<file path="src/rtl/alu_control_sequencer.sv">
// alu_control_sequencer: expands one instruction at a time into T-state control strobes for the ALU datapath
module alu_control_sequencer (
  input  logic       clk,
  input  logic       rst_n,
  input  logic       instr_valid,
  output logic       instr_ready,
  input  logic [2:0] opcode,
  input  logic [7:0] operand,
  input  logic [7:0] bus_in,
  output logic [7:0] bus_data,
  output logic       load_bus,
  output logic       nLa,
  output logic       nLb,
  output logic       Ea,
  output logic       Eu,
  output logic       sub,
  output logic [7:0] out_data,
  output logic       out_valid,
  output logic       done,
  output logic       halted,
  output logic       err,
  output logic [7:0] instr_count
);
  localparam logic [2:0] OP_LDA = 3'b001;
  localparam logic [2:0] OP_LDB = 3'b010;
  localparam logic [2:0] OP_ADD = 3'b011;
  localparam logic [2:0] OP_SUB = 3'b100;
  localparam logic [2:0] OP_OUT = 3'b101;
  localparam logic [2:0] OP_HLT = 3'b110;
  localparam logic [2:0] OP_RSV = 3'b111;
  typedef enum logic [2:0] {IDLE, T1, T2, T3, HALT} state_t;
  state_t state_q, state_d;
  logic [2:0] op_q;
  logic [7:0] opnd_q, out_data_q, count_q;
  logic out_valid_q, done_q, err_q;
  logic accept, last, loads, alu_op;
  assign accept = instr_valid && state_q == IDLE;
  assign loads  = op_q == OP_LDA || op_q == OP_LDB;
  assign alu_op = op_q == OP_ADD || op_q == OP_SUB;
  assign last   = (state_q == T1 && !loads && !alu_op) || (state_q == T2 && loads) || state_q == T3;
  // state register
  always_ff @(posedge clk)
    if (!rst_n) state_q <= IDLE;
    else state_q <= state_d;
  // next state: HLT parks in HALT, otherwise walk T-states until the opcode's last one
  always_comb begin
    state_d = state_q;
    case (state_q)
      IDLE: state_d = accept ? (opcode == OP_HLT ? HALT : T1) : IDLE;
      T1:   state_d = last ? IDLE : T2;
      T2:   state_d = last ? IDLE : T3;
      T3:   state_d = IDLE;
      HALT: state_d = HALT;
      default: state_d = IDLE;
    endcase
  end
  // control strobes decoded from registered state and latched opcode only
  always_comb begin
    load_bus    = (state_q == T1 || state_q == T2) && (loads || alu_op);
    nLa         = !((state_q == T2 && op_q == OP_LDA) || state_q == T3);
    nLb         = !(state_q == T2 && (op_q == OP_LDB || alu_op));
    Ea          = state_q == T1 && op_q == OP_OUT;
    Eu          = state_q == T3;
    sub         = state_q == T3 && op_q == OP_SUB;
    bus_data    = load_bus ? opnd_q : 8'h00;
    instr_ready = state_q == IDLE;
    halted      = state_q == HALT;
  end
  // instruction latch, completion pulses, OUT capture, sticky error and counter
  always_ff @(posedge clk)
    if (!rst_n) begin
      op_q        <= 3'b000;
      opnd_q      <= 8'h00;
      out_data_q  <= 8'h00;
      out_valid_q <= 1'b0;
      done_q      <= 1'b0;
      err_q       <= 1'b0;
      count_q     <= 8'h00;
    end else begin
      done_q      <= last;
      out_valid_q <= last && op_q == OP_OUT;
      count_q     <= count_q + {7'd0, last};
      if (accept) begin
        op_q   <= opcode;
        opnd_q <= operand;
        if (opcode == OP_RSV) err_q <= 1'b1;
      end
      if (state_q == T1 && op_q == OP_OUT) out_data_q <= bus_in;
    end
  assign out_data    = out_data_q;
  assign out_valid   = out_valid_q;
  assign done        = done_q;
  assign err         = err_q;
  assign instr_count = count_q;
endmodule

</file>
<file path="config.mk">
export PLATFORM = sky130hd
export DESIGN_NAME = alu_control_sequencer
export DESIGN_NICKNAME = d
export VERILOG_FILES = /design/src/rtl/alu_control_sequencer.sv
export SDC_FILE = /design/constraint.sdc
export NUM_CORES = 1
export LEC_CHECK = 0
export ABC_CLOCK_PERIOD_IN_PS = 2600
export CAP_MARGIN = 20
export CORE_MARGIN = 10
export CORE_UTILIZATION = 46
export CTS_BUF_LIST = sky130_fd_sc_hd__clkbuf_2 sky130_fd_sc_hd__clkbuf_4 sky130_fd_sc_hd__clkbuf_8
export DETAILED_ROUTE_END_ITERATION = 6
export PLACE_DENSITY = 0.89
export SKIP_CTS_REPAIR_TIMING = 1
export SLEW_MARGIN = 30
export SYNTH_ARGS = -nofsm -noshare
export SYNTH_HDL_FRONTEND = slang
export SYNTH_SLANG_ARGS = --single-unit
</file>
<file path="constraint.sdc">
create_clock -name clk -period 2.6 [get_ports clk]
set_clock_uncertainty 0.15 [all_clocks]
set_input_delay 0.52 -clock clk [delete_from_list [all_inputs] [get_ports clk]]
set_output_delay 0.52 -clock clk [all_outputs]
set_load 0.05 [all_outputs]
</file>
==> results by group <==
Synth
  • Ranking of synthesized cells by area: dfxtp_1, a21oi_1, nand2_1
  • EDFF count, synth: 0
  • Top FF cell, synth: dfxtp_1
  • Post-synth cell types: 37
  • Yosys warning count: 0
  • Synth area leader: dfxtp_1
  • Synthesized instance count: 184
  • Area fraction of the dominant cell type after synthesis: a little over two fifths
  • Avg Synthesized Cell Area: 8.60 um2
  • Sequential-to-total area share from yosys stat: between 40% and 50%
  • Synthesized cell area: 1580 um2
  • Post-synth ARST share: 0%
  • Synthesized Nets: 208
  • Number of synthesized register bits: 33

Layout
  • Diode count: 0
  • Final Util: 69.0%
  • Sequential cell area: 666 um2
  • Layout fillers: 275
  • Share of cells above drive strength 1: 14.6%
  • Area Overhead vs Synth: 45.5%
  • Most common cell after layout, fill and taps aside: clkdlybuf4s50_1
  • Area occupied by multi-input gates: 781 um2
  • Most frequent cells in the layout: clkdlybuf4s50_1, dfxtp_1, nand2_1
  • Nets: 263

CTS
  • Clock Latency Late Sink: 0.34 ns
  • Clock buffer count from CTS: 5
  • TritonCTS clock tree: yes
  • Clock Tree Buf Depth: 2
  • H-Tree Level Count: 2
  • CTS root buffer: clkbuf_4
  • Clk sinks: 33
  • Worst-path clk slew: 0.10 ns

Setup path
  • Critical Path End Type: primary output
  • Worst Path Required: 1.93 ns
  • Top delay family on crit path: buffers and inverters
  • Largest fanout on the critical path: 9
  • RR Endpoint: instr_count[6]
  • R2r worst-path depth: 8
  • Worst path slowest cell: dfxtp_4
  • WP depth: 6
  • Crit path buffers/inverters: 3
  • Reg2reg setup slack: 0.15 ns
  • R2R Path Start: op_q[0]
  • Kind of critical path: reg -> out
  • Max stage delay on crit path: 0.38 ns
  • CP Cell Sequence: buf_4 > xnor2_1 > nor4b_4 > buf_6 > and2_1 > buf_12
  • Startpoint types: register
  • Crit path DAT: ~1.8 ns

Job
  • Max cap viols: 0

Die
  • Initial Util: 47.4%
  • Die area: 6190 um2
  • Die Height: 78.7 um
  • FP Rows: 21
  • I/O pin count: 57
  • Core ar.: between 3000 and 4000 um2
  • Die X: slightly below 80 um

Placement
  • I/O Buffers: 56
  • Pre-CTS setup slack: between 0.2 and 0.25 ns
  • DP Wirelength: around 3100 um
  • Routability-driven placement congestion ratio: ~0.76

Global routing
  • Global-route wire length before repair: 6910 um
  • Gr usage total: 13.7%
  • Vias in the first global route: between 1k and 1.5k
  • Overflow after GRT: 0
  • Initial antenna violation count: 0
  • Largest net degree at the start of global routing: 17

Route
  • Residual DRC: 0
  • Vias: 1504
  • WL/cell: ~15 um
  • Drt first pass iters: 4
  • Post-Route WL: 4200 um
  • Iteration-0 DRC count of the detailed router: 148
  • Vias per std cell: 5.28
  • Antenna-violating nets left: 0

STA
  • Rel. slew slack: 59.7%
  • Crit path time final: roughly 2.5 ns
  • Crit share post-route: 96.0%
  • Slew @ Worst Pin: between 0.6 and 0.7 ns
  • Fin. Hold Viols: 0
  • Setup violators final: 0
  • Final Slew Violations: 0
  • Fmax: between 400 and 500 MHz
  • Final setup margin: 0.104 ns

Pwr
  • Max VDD drop: 0.463 mV
  • Pwr dens: 535 nW/um2
  • Static leakage: roughly 0.84 nW

Status
  • Status: finished clean

Min path
  • WHS Endpoint: opnd_q[4]
  • Critical hold path startpoint: opnd_q[4]
  • Hold path cells: 2
  • Worst min-delay path class: reg -> reg
-- cells in the mapped netlist (2+ instances only) --
library cell and n:
a21oi_1 22, and2_1 12, buf_2 2, buf_4 2, buf_6 3, clkbuf_1 4
clkbuf_8 3, dfxtp_1 33, ha_1 2, inv_1 3, nand2_1 26, nand3_1 11
nor2_1 8, nor2b_1 3, nor3_1 6, nor3b_1 2, nor4b_4 2, o21a_1 2
o21ai_0 11, o21ai_1 5, or3_1 3, xnor2_1 3, xor2_1 2
-- per-stage QoR --
stage                     instances  instance area, um2  hold WS [ns]  power [mW]  TNS (ns)
after detailed placement        277                2230         0.292       0.932         0
after global routing            285                2300         0.331        1.29   -0.0274
after CTS                       284                2290         0.306        1.23    -0.272
after floorplan                 184                1580         0.279       0.820         0
after global placement          277                2230         0.288       0.924         0
final                           285                2300         0.308        1.23         0
-- sequential cells by signal, indices dropped and copies added (netlist names) --
name	count
out_data	8
out_valid	1
opnd_q	8
state_q	3
instr_count	8
op_q	3
done	1
err	1
-- worst max path at each step --
stage / startpoint / end / slack [ns]
2_1_floorplan: op_q[0] / bus_data[0] / 0.1
3_3_place_gp: state_q[1] / instr_count[6] / 0.31
3_5_place_dp: state_q[1] / instr_count[6] / 0.20
4_1_cts: state_q[1] / bus_data[2] / -0.04
5_1_grt: state_q[0] / bus_data[2] / -0.01
6_report: state_q[0] / bus_data[2] / 0.10
-- cell families (layout without fill, tap and decap cells) --
group	count (synthesis)	count (layout)	share of synthesized area (%)
AND/OR/NAND/NOR	81	81	29.2
AO/OA/AOI/OAI	44	44	15.2
flip-flops	33	33	41.7
buffers and inverters	18	73	8.93
XOR/XNOR	5	5	2.77
adder cells (fa/ha/maj)	3	3	2.21
-- where the power goes --
group / switching [mW] / total [mW] / internal, mW / leakage, nW
Combinational: 0.198 / 0.350 / 0.152 / 0.533
Clock: 0.169 / 0.307 / 0.138 / 0.0348
Sequential: 0.0363 / 0.575 / 0.539 / 0.269
Total: 0.403 / 1.23 / 0.829 / 0.838
-- per-layer routing --
| layer | track usage (%) | up-vias | wire [um] |
|---|---|---|---|
| li1 | - | 744 | - |
| met1 | 15.8 | 707 | 1720 |
| met2 | 22.0 | 47 | 2160 |
| met3 | 6.04 | 6 | 269 |
| met4 | 5.38 | 0 | 47 |
| met5 | 0 | - | 0 |
-- area by class of cell --
type / count / area share, %
sequential: 33 / 28.9
timing repair buffer: 63 / 31.7
multi-input combinational: 133 / 33.9
inverter: 3 / 0.489
tap: 46 / 2.50
clock buffer: 7 / 2.55
-- tightest hold or removal path: stages, from the launching register on --
cell	delay [ns]
dfxtp_1	0.31
nand2_1	0.05
a21oi_1	0.05
Power figures use the tool's default switching activity.
